**src/rtl/instr_sequencer.sv**
```systemverilog
// Program buffer and replay sequencer feeding 12-bit instruction words to the mini CPU.
// Optional single-step issue control is enabled by defining INSTR_SEQ_STEP_EN.
module instr_sequencer #(
  parameter int unsigned DEPTH    = 16,
  parameter int unsigned ADDR_W   = 4,
  parameter logic [3:0]  HALT_OP  = 4'hF,
  parameter logic [11:0] NOP_WORD = 12'h000
) (
  input  logic              Clock,
  input  logic              CLR,
  input  logic              wr_en,
  input  logic [11:0]       wr_data,
  input  logic              prog_clr,
  input  logic              start,
  input  logic              stop,
`ifdef INSTR_SEQ_STEP_EN
  input  logic              step,
`endif
  output logic [11:0]       Instr,
  output logic              Instr_valid,
  output logic [ADDR_W-1:0] pc,
  output logic [ADDR_W:0]   prog_len,
  output logic              full,
  output logic              busy,
  output logic              done
);

  typedef enum logic [1:0] {StIdle, StRun, StDone} state_e;

  localparam logic [ADDR_W:0] DepthLen = (ADDR_W+1)'(DEPTH);

  state_e            state_q, state_d;
  logic [11:0]       instr_q, instr_d;
  logic              valid_q, valid_d;
  logic [ADDR_W:0]   pc_q, pc_d;     // one extra bit so a full buffer can reach DEPTH
  logic [ADDR_W:0]   len_q, len_d;
  logic              done_q, done_d;
  logic              halt_q, halt_d; // last issued word carried HALT_OP
  logic              mem_we;
  logic              issue;
  logic [11:0]       rd_word;
  logic [11:0]       mem_q [DEPTH];

`ifdef INSTR_SEQ_STEP_EN
  assign issue = step;
`else
  assign issue = 1'b1;
`endif

  assign full    = (len_q == DepthLen);
  assign rd_word = mem_q[pc_q[ADDR_W-1:0]];

  always_comb begin
    state_d = state_q;
    instr_d = instr_q;
    valid_d = valid_q;
    pc_d    = pc_q;
    len_d   = len_q;
    done_d  = 1'b0;
    halt_d  = halt_q;
    mem_we  = 1'b0;
    unique case (state_q)
      StIdle: begin
        if (start) begin
          if (len_q != '0) begin
            instr_d = mem_q[0];
            valid_d = 1'b1;
            pc_d    = (ADDR_W+1)'(1);
            halt_d  = (mem_q[0][11:8] == HALT_OP);
            state_d = StRun;
          end
        end else if (prog_clr) begin
          len_d = '0;
        end else if (wr_en && !full) begin
          mem_we = 1'b1;
          len_d  = len_q + 1'b1;
        end
      end
      StRun: begin
        if (stop) begin
          state_d = StIdle;
          instr_d = NOP_WORD;
          valid_d = 1'b0;
          pc_d    = '0;
        end else if ((pc_q == len_q) || halt_q) begin
          state_d = StDone;
          instr_d = NOP_WORD;
          valid_d = 1'b0;
          done_d  = 1'b1;
        end else if (issue) begin
          instr_d = rd_word;
          valid_d = 1'b1;
          pc_d    = pc_q + 1'b1;
          halt_d  = (rd_word[11:8] == HALT_OP);
        end else begin
          instr_d = NOP_WORD;
          valid_d = 1'b0;
        end
      end
      StDone: begin
        state_d = StIdle;
        pc_d    = '0;
      end
      default: state_d = StIdle;
    endcase
  end

  always_ff @(posedge Clock) begin
    if (CLR) begin
      state_q <= StIdle;
      instr_q <= NOP_WORD;
      valid_q <= 1'b0;
      pc_q    <= '0;
      len_q   <= '0;
      done_q  <= 1'b0;
      halt_q  <= 1'b0;
    end else begin
      state_q <= state_d;
      instr_q <= instr_d;
      valid_q <= valid_d;
      pc_q    <= pc_d;
      len_q   <= len_d;
      done_q  <= done_d;
      halt_q  <= halt_d;
    end
  end

  // Program storage needs no reset; prog_len decides which words are live.
  always_ff @(posedge Clock) begin
    if (mem_we && !CLR) begin
      mem_q[len_q[ADDR_W-1:0]] <= wr_data;
    end
  end

  assign Instr       = instr_q;
  assign Instr_valid = valid_q;
  assign pc          = pc_q[ADDR_W-1:0];
  assign prog_len    = len_q;
  assign busy        = (state_q == StRun);
  assign done        = done_q;

endmodule

```
**config.mk**
```make
export PLATFORM = sky130hd
export DESIGN_NAME = instr_sequencer
export DESIGN_NICKNAME = d
export VERILOG_FILES = /design/src/rtl/instr_sequencer.sv
export SDC_FILE = /design/constraint.sdc
export NUM_CORES = 1
export LEC_CHECK = 0
export ABC_AREA = 1
export BUFFER_PORTS_ARGS = -buffer_cell sky130_fd_sc_hd__buf_2
export CAP_MARGIN = 10
export CORE_MARGIN = 2
export CORE_UTILIZATION = 35
export CTS_CLUSTER_DIAMETER = 40
export CTS_CLUSTER_SIZE = 8
export DETAILED_ROUTE_END_ITERATION = 10
export PLACE_DENSITY = 0.56
export SETUP_SLACK_MARGIN = 0.2
export SLEW_MARGIN = 25
export SYNTH_ARGS = -nofsm -noshare
export SYNTH_HDL_FRONTEND = slang
export SYNTH_SLANG_ARGS = --single-unit
```
**constraint.sdc**
```tcl
create_clock -name Clock -period 3.5 [get_ports Clock]
set_clock_uncertainty 0.15 [all_clocks]
set_input_delay 0.35 -clock Clock [delete_from_list [all_inputs] [get_ports Clock]]
set_output_delay 0.35 -clock Clock [all_outputs]
set_load 0.01 [all_outputs]
```
==> flow_metrics.tcl <==
set metrics [dict create \
    pwr-share-seq_pct 42.9 \
    yosys_register_bits 223 \
    final_nets 905 \
    grtUsageTotal_pct 17.0 \
    worst_setup_path_start_kind "register" \
    ant_nets 0 \
    clk_path_buf_depth 3 \
    p_leak_uw 0.00407 \
    cts_buffers 37 \
    synth.net_count 848 \
    worstReg2RegEnd "mem_q[1][11]" \
    syn2layout_area_growth_pct 17.6 \
    cts_tree "done" \
    worst_ep_arrival_time_ns 2.67 \
    hpwl_um 14500 \
    rsz0062_at_grt "no" \
    status "finished clean" \
    die_y_um 168 \
    drt_iter0_markers 523 \
    netlist_area_mm2 0.00942 \
    vias 6395 \
    path_cells "inv_1, ha_1, inv_1, nor2_4, nand2_2, nand2_1, nor3_2, nand2_2, clkinv_2, nand2_1, nor2_1, buf_4" \
    hold_violations 0 \
    ioPinCount 43 \
    min-delay-start "wr_data[11]" \
    start_util_pct 35.3 \
    port_buffers 42 \
    grt_overflow_total 0 \
    drv_slew 0 \
    grt_pass1_vias 6227 \
    rrSetupSlack_ns 0.85 \
    internal-power_uw 5300 \
    end_kind "register" \
    r2r-start "prog_len[1]" \
    clkTransAtPathRegs_ns 0.05 \
    nFillCells 2513 \
    drt_first_pass_iters 5 \
    route.met3.wl_um 1160 \
    num_rows 60 \
    setup_tns_ns 0 \
    finalSetupViolCount 0 \
    wl_met2_um 11300 \
    clock_power_share_pct 48.4 \
    die-area_mm2 0.0282 \
    drt_wl_total_um 23900 \
    wl_per_cell_um 19.2 \
    fp.coreArea_mm2 0.0267 \
    timing.hold.ws_ns 0.0780 \
    clock_sinks 223 \
    worst_pin_slew_ns 1.05 \
    p_comb_share_pct 8.7 \
    antenna_found_initial 0 \
    grt_pass1_wl_um 36800 \
    synthCells 821 \
    hold_class "input pin to register" \
    yosysUniqueCellTypes 43 \
    vias_per_cell 5.14 \
    worst-path-max-fanout 12 \
    postCtsSetupRepairBufs 0 \
    cts.hold.buffers_added 0 \
    p_switching_uw 1620 \
    diodes 0 \
    cpMaxStageDelayCell "dfxtp_1" \
    syn-mean-instance-area_um2 11.5 \
    slew_headroom_pct 29.7 \
    p_sw_share_pct 23.4 \
    gp_routability_congestion 0.839 \
    wl_met1_um 11000 \
    die_w_um 168 \
    drc 0 \
    cp.required_ns 3.52 \
    path_class "register to register" \
    power_density_mw_per_mm2 625 \
    ys_warn_count 0 \
    finalCritPeriodShare_pct 75.6 \
    cp-endpoint "mem_q[1][11]" \
    reg2reg_depth 12 \
    total_power_uw 6920 \
    synth-edff-count 192 \
    post_cts_resized 0 \
    fin_crit_ns 2.65 \
    slowest_delay_ns 0.47 \
    startpoint "prog_len[1]" \
    top_layer "met4" \
    async_reset_ff_share_pct 0 \
    drive_gt1_share_pct 16.4 \
    cap_violations 0 \
    ys.flop_type "edfxtp_1" \
    fmax_ghz 0.378 \
    htreeDepth 2 \
    cts_root_buffer "clkbuf_16" \
    max-vdd-ir-drop_mv 0.324 \
    seq_area_frac_synth_pct 67.8 \
    grt_max_degree 63 \
    insertion_delay_ns 0.50 \
]
==> metal layers <==
layer  global-route usage [%]  up-vias
met5                        0        -
met1                     23.2     3160
li1                         -     3024
met2                     28.2      172
met3                     2.89       39
met4                     4.69        0
==> through the flow <==
stage	worst slack, ns	instance area (um^2)	std cells	util (%)
after detailed placement	0.843	9930	1180	37.3
after global routing	0.640	11100	1244	41.6
after floorplan	0.760	9420	821	-
after CTS	0.832	11100	1244	41.6
after global placement	0.855	9930	1180	37.3
final	0.853	11100	1244	41.6
==> cells by family (layout without fill, tap and decap cells) <==
group / Yosys count / in the layout / synth area share (%)
AO/OA/AOI/OAI: 140 / 140 / 8.54
XOR/XNOR: 3 / 3 / 0.279
adder cells (fa/ha/maj): 9 / 9 / 1.20
AND/OR/NAND/NOR: 362 / 362 / 17.2
buffers and inverters: 84 / 166 / 4.94
flip-flops: 223 / 223 / 67.8
==> how the worst min path moves through the flow <==
stage	end	slack [ns]	cells after the start
floorplan	register	0.28	1
global placement	Instr[10]	0.31	2
finish	mem_q[10][11]	0.08	1
global route	mem_q[10][11]	0.09	1
detailed placement	Instr[8]	0.31	2
CTS	mem_q[10][11]	0.06	1
==> cells in the final DEF, fill, tap and decap left out, types with 6 or more instances in the layout <==
master / instances
a31oi_1: 6
nand3_1: 88
nor3_2: 6
nand2_1: 204
nor2_1: 37
dfxtp_1: 29
buf_4: 24
o21ai_0: 19
a21oi_1: 78
clkbuf_1: 16
inv_1: 30
clkbuf_16: 39
a22oi_1: 24
edfxtp_1: 192
buf_2: 42
ha_1: 9
==> area by class of cell <==
class                   count  area [um^2]  area share (%)
clock buffers              56         1050            9.48
well taps                 341          427            3.85
clock inverters             8         93.8           0.847
repair buffers             66          390            3.52
multi-input cells         514         2580            23.3
flip-flops and latches    223         6390            57.7
inverters                  36          141            1.28
==> state kept, by name, indices dropped and copies added (netlist names), named ones only <==
| register | cells |
|---|---|
| halt_q | 1 |
| prog_len | 5 |
| mem_q | 192 |
| Instr_valid | 1 |
| Instr | 12 |
| pc_q | 5 |
| state_q | 2 |
| done | 1 |
==> power by group through the flow <==
stage / Clock [uW] / Combinational, uW / Sequential [uW]
finish: 3350 / 603 / 2970
global route: 3540 / 676 / 2970
CTS: 3420 / 606 / 2970
detailed placement: 0 / 605 / 3020
global placement: 0 / 603 / 3020
floorplan: 0 / 454 / 3000
==> cell usage after synthesis, types with 3 or more instances <==
master	instances	area share, %
nand2_1	204	8.1
o21ai_1	3	0.16
o21ai_0	19	1.0
a31oi_1	6	0.40
a22oi_1	24	1.9
nor2_1	37	1.5
dfxtp_1	31	6.6
buf_2	18	0.96
buf_6	7	0.84
buf_4	17	1.4
edfxtp_1	192	61
nand3_1	88	4.7
inv_2	3	0.12
nor3b_1	4	0.32
nand2_4	3	0.36
a21oi_1	78	4.1
nor3_1	6	0.32
inv_1	30	1.2
clkbuf_1	4	0.16
or2_2	3	0.20
ha_1	9	1.2
nand2_2	5	0.33
==> critical path: cells and delay by family, from the launching register on <==
kind                       cells  cell delay (ns)
adders and majority gates      1             0.22
buffers and inverters          4             0.64
and+or+nand+nor                7             0.85
DFF                            1             0.47
Power figures use the tool's default switching activity.
